## src/rtl/alu_seq.sv

```systemverilog
// Handshaked sequential ALU: one operation in flight, registered result and flags.
// Define ALU_SEQ_MUL_EN to build the iterative shift-add multiplier for opcode 11.
module alu_seq #(
  parameter int WIDTH = 8,
  parameter int SHW   = $clog2(WIDTH)
) (
  input  logic             clk,
  input  logic             rst,
  input  logic             in_valid,
  output logic             in_ready,
  input  logic [WIDTH-1:0] a,
  input  logic [WIDTH-1:0] b,
  input  logic [3:0]       op,
  output logic             out_valid,
  input  logic             out_ready,
  output logic [WIDTH-1:0] y,
  output logic             carry,
  output logic             ovf,
  output logic             zero,
  output logic             neg,
  output logic             err
);

  typedef enum logic [1:0] {IDLE, MUL, DONE} state_t;

  state_t state;

  logic [WIDTH-1:0] res_y;
  logic             res_c;
  logic             res_v;
  logic             res_e;
  logic [WIDTH:0]   wide;
  logic [SHW-1:0]   sh;

  assign sh = b[SHW-1:0];

  // The extra bit of 'wide' holds the carry-out for add/sub and the last bit shifted out for shifts.
  always_comb begin
    res_y = '0;
    res_c = 1'b0;
    res_v = 1'b0;
    res_e = 1'b0;
    wide  = '0;
    case (op)
      4'd0: begin
        wide  = {1'b0, a} + {1'b0, b};
        res_y = wide[WIDTH-1:0];
        res_c = wide[WIDTH];
        res_v = (a[WIDTH-1] == b[WIDTH-1]) && (res_y[WIDTH-1] != a[WIDTH-1]);
      end
      4'd1: begin
        wide  = {1'b0, a} + {1'b0, ~b} + {{WIDTH{1'b0}}, 1'b1};
        res_y = wide[WIDTH-1:0];
        res_c = wide[WIDTH];
        res_v = (a[WIDTH-1] != b[WIDTH-1]) && (res_y[WIDTH-1] != a[WIDTH-1]);
      end
      4'd2: res_y = ~a;
      4'd3: res_y = a & b;
      4'd4: res_y = a | b;
      4'd5: res_y = a ^ b;
      4'd6: res_y = {{(WIDTH-1){1'b0}}, ($signed(a) > $signed(b))};
      4'd7: res_y = {{(WIDTH-1){1'b0}}, (a == b)};
      4'd8: begin
        wide  = {1'b0, a} << sh;
        res_y = wide[WIDTH-1:0];
        res_c = wide[WIDTH];
      end
      4'd9: begin
        wide  = {a, 1'b0} >> sh;
        res_y = wide[WIDTH:1];
        res_c = wide[0];
      end
      4'd10: begin
        wide  = $signed({a, 1'b0}) >>> sh;
        res_y = wide[WIDTH:1];
        res_c = wide[0];
      end
      default: res_e = 1'b1;
    endcase
  end

`ifdef ALU_SEQ_MUL_EN
  logic [2*WIDTH-1:0] mcand;
  logic [2*WIDTH-1:0] prod;
  logic [2*WIDTH-1:0] prod_next;
  logic [WIDTH-1:0]   mplier;
  logic [SHW-1:0]     count;
  logic               last;

  assign prod_next = prod + (mplier[0] ? mcand : '0);
  assign last      = (count == SHW'(WIDTH - 1));
`endif

  // Single FSM: IDLE accepts, MUL iterates one multiplier bit per cycle, DONE holds until taken.
  always_ff @(posedge clk) begin
    if (rst) begin
      state     <= IDLE;
      in_ready  <= 1'b1;
      out_valid <= 1'b0;
      y         <= '0;
      carry     <= 1'b0;
      ovf       <= 1'b0;
      zero      <= 1'b0;
      neg       <= 1'b0;
      err       <= 1'b0;
`ifdef ALU_SEQ_MUL_EN
      mcand     <= '0;
      prod      <= '0;
      mplier    <= '0;
      count     <= '0;
`endif
    end else begin
      case (state)
        IDLE: begin
          if (in_valid) begin
            in_ready <= 1'b0;
`ifdef ALU_SEQ_MUL_EN
            if (op == 4'd11) begin
              mcand  <= {{WIDTH{1'b0}}, a};
              mplier <= b;
              prod   <= '0;
              count  <= '0;
              state  <= MUL;
            end else
`endif
            begin
              y         <= res_y;
              carry     <= res_c;
              ovf       <= res_v;
              err       <= res_e;
              zero      <= (res_y == '0);
              neg       <= res_y[WIDTH-1];
              out_valid <= 1'b1;
              state     <= DONE;
            end
          end
        end
`ifdef ALU_SEQ_MUL_EN
        MUL: begin
          prod   <= prod_next;
          mcand  <= mcand << 1;
          mplier <= mplier >> 1;
          if (last) begin
            y         <= prod_next[WIDTH-1:0];
            carry     <= |prod_next[2*WIDTH-1:WIDTH];
            ovf       <= 1'b0;
            err       <= 1'b0;
            zero      <= (prod_next[WIDTH-1:0] == '0);
            neg       <= prod_next[WIDTH-1];
            out_valid <= 1'b1;
            count     <= '0;
            state     <= DONE;
          end else begin
            count <= count + 1'b1;
          end
        end
`endif
        DONE: begin
          if (out_ready) begin
            out_valid <= 1'b0;
            in_ready  <= 1'b1;
            state     <= IDLE;
          end
        end
        default: begin
          out_valid <= 1'b0;
          in_ready  <= 1'b1;
          state     <= IDLE;
        end
      endcase
    end
  end

endmodule

```

## config.mk

```make
export PLATFORM = sky130hd
export DESIGN_NAME = alu_seq
export DESIGN_NICKNAME = d
export VERILOG_FILES = /design/src/rtl/alu_seq.sv
export SDC_FILE = /design/constraint.sdc
export NUM_CORES = 1
export LEC_CHECK = 0
export BUFFER_PORTS_ARGS = -buffer_cell sky130_fd_sc_hd__buf_4
export CAP_MARGIN = 0
export CORE_ASPECT_RATIO = 1.4
export CORE_MARGIN = 1.5
export CORE_UTILIZATION = 35
export CTS_BUF_LIST = sky130_fd_sc_hd__clkbuf_8
export CTS_CLUSTER_SIZE = 20
export DETAILED_ROUTE_END_ITERATION = 6
export GPL_TIMING_DRIVEN = 0
export HOLD_SLACK_MARGIN = 0.08
export PLACE_DENSITY = 0.52
export RECOVER_POWER = 50
export SYNTH_ARGS = -nofsm -noshare
export SYNTH_HDL_FRONTEND = slang
export SYNTH_SLANG_ARGS = --single-unit
```

## constraint.sdc

```tcl
create_clock -name clk -period 3.9 [get_ports clk]
set_input_delay 0.39 -clock clk [delete_from_list [all_inputs] [get_ports clk]]
set_output_delay 0.39 -clock clk [all_outputs]
set_load 0.005 [all_outputs]
```

==> summary.txt, run 1 <==
Tot GR Track Use - 23.3%
Antenna-violating nets left - 0
Drt pass-1 iters - 4
Maximum vdd ir drop - 0.115 mV
Share of the synthesized area in the top cell type - 12.4%
Port-buffer cells - 38
Drt drc - 0
Maximum clock frequency - 343 MHz
Hold path start - rst
Post-CTS Hold Fix Bufs - 0
Post-synthesis cell type count - 67
Core area - 6980 sq um
Area leader, netlist - ha_1
Chip width - 74.7 microns
Cts repair resizes - 0
Largest net degree at the start of global routing - 13
Clock-pin transition on the worst setup and hold timing paths - 0.05 ns
WP data arrival - 3.06 ns
Post-route core utilization - 42.4%
Post-Syn Area per Cell - 7.98 sq um
Final setup TNS - 0 ns
Clk_skew - 0.000964 ns
WP data required - 4.04 ns
Final GP Congestion - 0.934
Top FF cell, synth - dfxtp_1
Final period util - 74.7%
Core Rows - 36
Post-CTS setup buffer count - 0
RSZ-0062 raised after global routing - no
Overflow after GRT - 0
Hold Fails Final Rpt - 0
Via Count - 2,671
Bufs on Longest Clock Path - 2
Initial Util - 36.1%
Max Slew Vio Count - 0
Vias in the first global route - 2,583
R2R setup slack - 2.31 ns
CTS HTree Levels - 1
Ys async rst share - 0%
Area delta synth->final - 17.5%
Most frequent cells after synthesis - 25 x ha_1, 24 x nor2_1, 21 x nand2_1
Num ports - 39
Die height - 103 microns
Total of max-cap violations - 0
Crit path kind - in -> reg
Via density - 5.91
Latest clock arrival within the worst-skew pair - 0.25 ns
Hold depth - 2
Root buf cell - clkbuf_8
YS warnings - 0
Cts bufs inserted - 3
Power Total - 608 uW
DP HPWL - 6.86 mm
Die Footprint - 7730 sq um
Final wirelength - 8.53 mm
Sequential area share after synthesis - 11.1%
Number of synthesized flops with an enable pin - 0
First-pass GRT wire length - 13.6 mm
Mapped cell area - 2520 sq um
Worst r2r path cells - 5
Initial antenna violation count - 0
ANT cells - 0
Slew headroom - 34.5%
Static leakage - 1.29 nW
Fin crit period - 2.91 ns
Cell count after synthesis - 316
CTS tree - done
Net count after synthesis - 367
Final setup vio count - 0
CP Capture Type - flop
R2R Path End - zero
Most common cell in the netlist - ha_1
Nets - 410
Crit path launch type - input port
Sink of the worst hold path - y[2]
#FFs+latches synth - 14
Ranking of synthesized cells by area - ha_1 12%, dfxtp_1 11%, mux4_2 8.0%
DRT iter0 DRCs - 107
Routed length per placed instance - 18.9 microns
FF-to-FF Start - out_valid
HP Class - in -> reg
Fill cells - 726
Share of post-route cells with drive strength above 1 - 23.5%
# clock sinks - 14
CP Max Fanout - 10
Slew @ Worst Pin - 0.973 ns
Cell Pwr Density - 205 nW/um^2
Status - complete, no violations
[layout make-up]
type / count / area (sq um) / area share, %
buffer: 24 / 125 / 4.22
clock buffer: 3 / 41.3 / 1.39
inverter: 23 / 86.3 / 2.91
multi-input combinational: 255 / 2030 / 68.5
sequential: 14 / 280 / 9.46
tap: 95 / 119 / 4.01
timing repair buffer: 38 / 282 / 9.50
[placed cells by master (no fill, tap or decap), types with 4 or more instances in the layout]
master,count
ha_1,25
inv_1,20
mux2i_1,6
a221oi_1,5
dfxtp_1,14
a211oi_1,8
nand2b_1,9
a21oi_1,17
a21o_1,8
o21ai_0,11
or3_1,5
o211ai_1,5
nand2_1,21
buf_2,10
o22ai_1,5
buf_4,31
and2_1,4
o221ai_1,4
nor2_1,24
nand3_1,4
a221o_1,6
clkbuf_4,12
nor2b_1,6
mux4_2,9
nor3_1,8
clkbuf_1,9
[routing by layer]
layer / global-route usage [%] / vias up / share of wire, %
li1: - / 1280 / -
met1: 28.3 / 1272 / 40
met2: 41.8 / 98 / 51
met3: 0.775 / 21 / 4.4
met4: 10.8 / 0 / 4.3
met5: 0 / - / 0
[sequential cells by signal, indices dropped and copies added (netlist names)]
register   flops
carry          1
out_valid      1
zero           1
err            1
in_ready       1
ovf            1
y              8
[how the worst max path moves through the flow]
| stage | from | endpoint | slack [ns] | cells after the start |
|---|---|---|---|---|
| 2_1_floorplan | b[1] | zero | 1.34 | 10 |
| 5_1_grt | a[7] | y[0] | 0.85 | 11 |
| 6_report | a[7] | zero | 0.99 | 11 |
| 3_5_place_dp | a[7] | zero | 0.78 | 11 |
| 3_3_place_gp | a[7] | zero | 0.76 | 11 |
| 4_1_cts | a[7] | zero | 1.01 | 11 |
[power by group]
part	internal [mW]	leakage (nW)	switching [mW]
sequential	0.154	0.115	0.00556
clock	0.0685	0.0216	0.0511
combinational	0.143	1.16	0.185
total	0.366	1.29	0.242
[worst max-delay path, stage by stage]
cell and delay, ns:
buf_4 0.13, clkbuf_1 0.45, inv_1 0.10, ha_1 0.30, clkbuf_1 0.20, nor4_1 0.54, nand3_1 0.19, o221a_2 0.17
o221ai_1 0.23, a21oi_1 0.11, a41o_1 0.24
[metrics by stage]
step	cells	hold slack, ns	cell area (sq um)	setup WS, ns
2_1_floorplan	316	0.448	2520	1.34
3_3_place_gp	449	0.447	2930	0.762
3_5_place_dp	449	0.454	2930	0.775
4_1_cts	452	0.343	2970	1.01
5_1_grt	452	0.347	2960	0.848
6_report	452	0.337	2960	0.985
[kinds of logic after synthesis]
group	after synthesis	synth area share, %
xor+xnor	4	1.39
buf+inv	47	8.39
fa+ha+maj	27	14.0
compound gates	100	29.7
simple gates	106	23.6
mux	18	11.8
flops	14	11.1
(Power assumes the default switching activity.)
==> run 2: changes to the inputs <==
--- a/config.mk
+++ b/config.mk
@@ -5,6 +5,7 @@
 export SDC_FILE = /design/constraint.sdc
 export NUM_CORES = 1
 export LEC_CHECK = 0
+export ABC_AREA = 1
 export BUFFER_PORTS_ARGS = -buffer_cell sky130_fd_sc_hd__buf_4
 export CAP_MARGIN = 0
 export CORE_ASPECT_RATIO = 1.4
==> constraint.sdc (replaced) <==
create_clock -name clk -period 3 [get_ports clk]
set_input_delay 0.3 -clock clk [delete_from_list [all_inputs] [get_ports clk]]
set_output_delay 0.3 -clock clk [all_outputs]
set_load 0.005 [all_outputs]
==> run 2 against run 1 <==
Clock power is 24% higher. Combinational power is 21% higher. Utilization down 0.13 points. Power rose by 24%. Critical path type unchanged. Largest power group unchanged. Highest routed layer unchanged.
==> summary.txt, run 2 <==
Chip width - 74.7 microns
Mapped cell area - 2520 sq um
Sw power - 323 uW
Comb power frac - 52.8%
DP HPWL - 7.40 mm
Num ports - 39
Drt pass-1 iters - 5
Drt drc - 0
Most common cell after layout, fill and taps aside - nand2_1
Routed length per placed instance - 14.6 microns
First-pass GRT wire length - 14.2 mm
Number of synthesized flops with an enable pin - 0
Area leader, netlist - nand2_1
Initial Util - 36.0%
DRT iter0 DRCs - 247
Final setup TNS - 0 ns
Die height - 103 microns
WP data arrival - 2.84 ns
Share of post-route cells with drive strength above 1 - 11.7%
CP Max Fanout - 11
Cts repair resizes - 0
Most frequent cells in the layout - 150 x nand2_1, 91 x nand3_1, 57 x inv_1, 48 x nor2_1, 29 x buf_4
Core area - 6980 sq um
Maximum vdd ir drop - 0.161 mV
Core Rows - 36
Root buf cell - clkbuf_8
Clk_skew - 0.00246 ns
HP Class - in -> reg
CP Capture Type - flop
Vias in the first global route - 2,904
Hold depth - 2
Crit path launch type - input port
Net count after synthesis - 522
Final setup vio count - 0
Die Footprint - 7710 sq um
Post-synthesis cell type count - 24
RSZ-0062 raised after global routing - no
Clock power frac - 19.7%
Most common cell in the netlist - nand2_1
Via density - 5.12
Post-Syn Area per Cell - 5.34 sq um
Clock-pin transition on the worst setup and hold timing paths - 0.05 ns
Maximum clock frequency - 375 MHz
Fin crit period - 2.67 ns
Cell Pwr Density - 256 nW/um^2
Port-buffer cells - 38
Register with the most flip-flops - y
Most frequent cells after synthesis - 150 x nand2_1, 91 x nand3_1, 57 x inv_1
Status - complete, no violations
Max FFs per register - 8
Overflow after GRT - 0
Slew headroom - 46.3%
Slowest stage delay, CP - 0.46 ns
Top cell by count, worst path - nand2_1
Cells along the critical path - buf_4 -> inv_1 -> clkbuf_1 -> ha_1 -> buf_2 -> inv_1 -> nand2_1 -> nand2_1 -> inv_1 -> nand2_1 -> nand2_1 -> nand3_1 -> nand3_1 -> nor2_1 -> nand2_1 -> nor2_1 -> nand3_1 -> a21oi_1
Latest clock arrival within the worst-skew pair - 0.24 ns
Largest net degree at the start of global routing - 12
ANT cells - 0
Design Area, Final - 2950 sq um
Crit path kind - in -> reg
Bufs on Longest Clock Path - 2
Area delta synth->final - 17.4%
Sequential area share after synthesis - 11.1%
Max Slew Vio Count - 0
Internal - 432 uW
Antenna-violating nets left - 0
Post-CTS Hold Fix Bufs - 0
Static leakage - 1.60 nW
Ranking of synthesized cells by area - nand2_1 22%, nand3_1 18%, ha_1 12%
Cts bufs inserted - 3
CTS HTree Levels - 1
YS warnings - 0
Reg power frac - 27.5%
Share of the synthesized area in the top cell type - 22.4%
Highest-delay cell along the critical path - clkbuf_1
Nets - 565
Worst r2r path cells - 11
Ys async rst share - 0%
Tot GR Track Use - 24.3%
Cell count after synthesis - 471
Final wirelength - 8.85 mm
WP data required - 3.17 ns
Hold Fails Final Rpt - 0
# clock sinks - 14
Placed inst area - 2920 sq um
Total of max-cap violations - 0
Switching fraction of total power - 42.8%
Slew @ Worst Pin - 0.803 ns
CTS tree - done
Via Count - 3,110
Min Hold Slack - 0.262 ns
Final period util - 89.0%
Initial antenna violation count - 0
Post-CTS setup buffer count - 0
Final GP Congestion - 0.901
#FFs+latches synth - 14
Top FF cell, synth - dfxtp_1
==> run 2: cell types whose count changed after synthesis, sizes merged, moves of 26 or more <==
cell / change
nand2: +131
inv: +39
nor2: +26
nand3: +87
==> run 2: kinds of logic after synthesis <==
group | count (synthesis) | share of synthesized area [%]
buffers and inverters | 75 | 12.2
XOR/XNOR | 1 | 0.348
adder cells (fa/ha/maj) | 27 | 14.0
AO/OA/AOI/OAI | 45 | 9.75
flip-flops | 14 | 11.1
AND/OR/NAND/NOR | 309 | 52.6
==> run 2: power groups by stage <==
stage | clock, mW | combinational [mW] | sequential (mW)
2_1_floorplan | 0 | 0.253 | 0.213
3_5_place_dp | 0 | 0.398 | 0.212
5_1_grt | 0.162 | 0.454 | 0.210
4_1_cts | 0.152 | 0.400 | 0.208
6_report | 0.149 | 0.399 | 0.208
3_3_place_gp | 0 | 0.396 | 0.212
==> run 2: per-layer routing <==
| layer | global-route usage, % | vias up | wire length [microns] |
|---|---|---|---|
| met5 | 0 | - | 0 |
| met4 | 9.09 | 0 | 318 |
| met3 | 1.55 | 20 | 388 |
| met2 | 44.6 | 99 | 4500 |
| met1 | 29.3 | 1387 | 3640 |
| li1 | - | 1604 | - |
==> run 2: metrics by stage <==
step	std cells	utilization [%]	power [mW]	setup WS [ns]
2_1_floorplan	471	-	0.466	0.850
3_3_place_gp	604	41.8	0.609	0.136
3_5_place_dp	604	41.8	0.610	0.141
4_1_cts	607	42.4	0.760	0.385
5_1_grt	607	42.3	0.825	0.101
6_report	607	42.3	0.755	0.330
==> run 2: area by class of cell <==
type                       instances  area [sq um]
buffer                            14          75.1
tap                               95           119
clock buffer                       3          41.3
multi-input combinational        382          1930
sequential                        14           280
fill                             793          4030
inverter                          61           231
timing repair buffer              38           278
==> run 2: final timing paths <==
check | to | start | slack (ns)
worst max-delay path | zero | b[2] | 0.33
worst max register to register | zero | out_valid | 0.93
worst min-delay path | err | rst | 0.26
worst min register to register | in_ready | in_ready | 0.45
==> run 2: critical path, delay by kind of cell <==
kind            cells  cell delay (ns)
simple gates       10             1.02
fa+ha+maj           1             0.33
buf+inv             6             1.07
compound gates      1             0.12
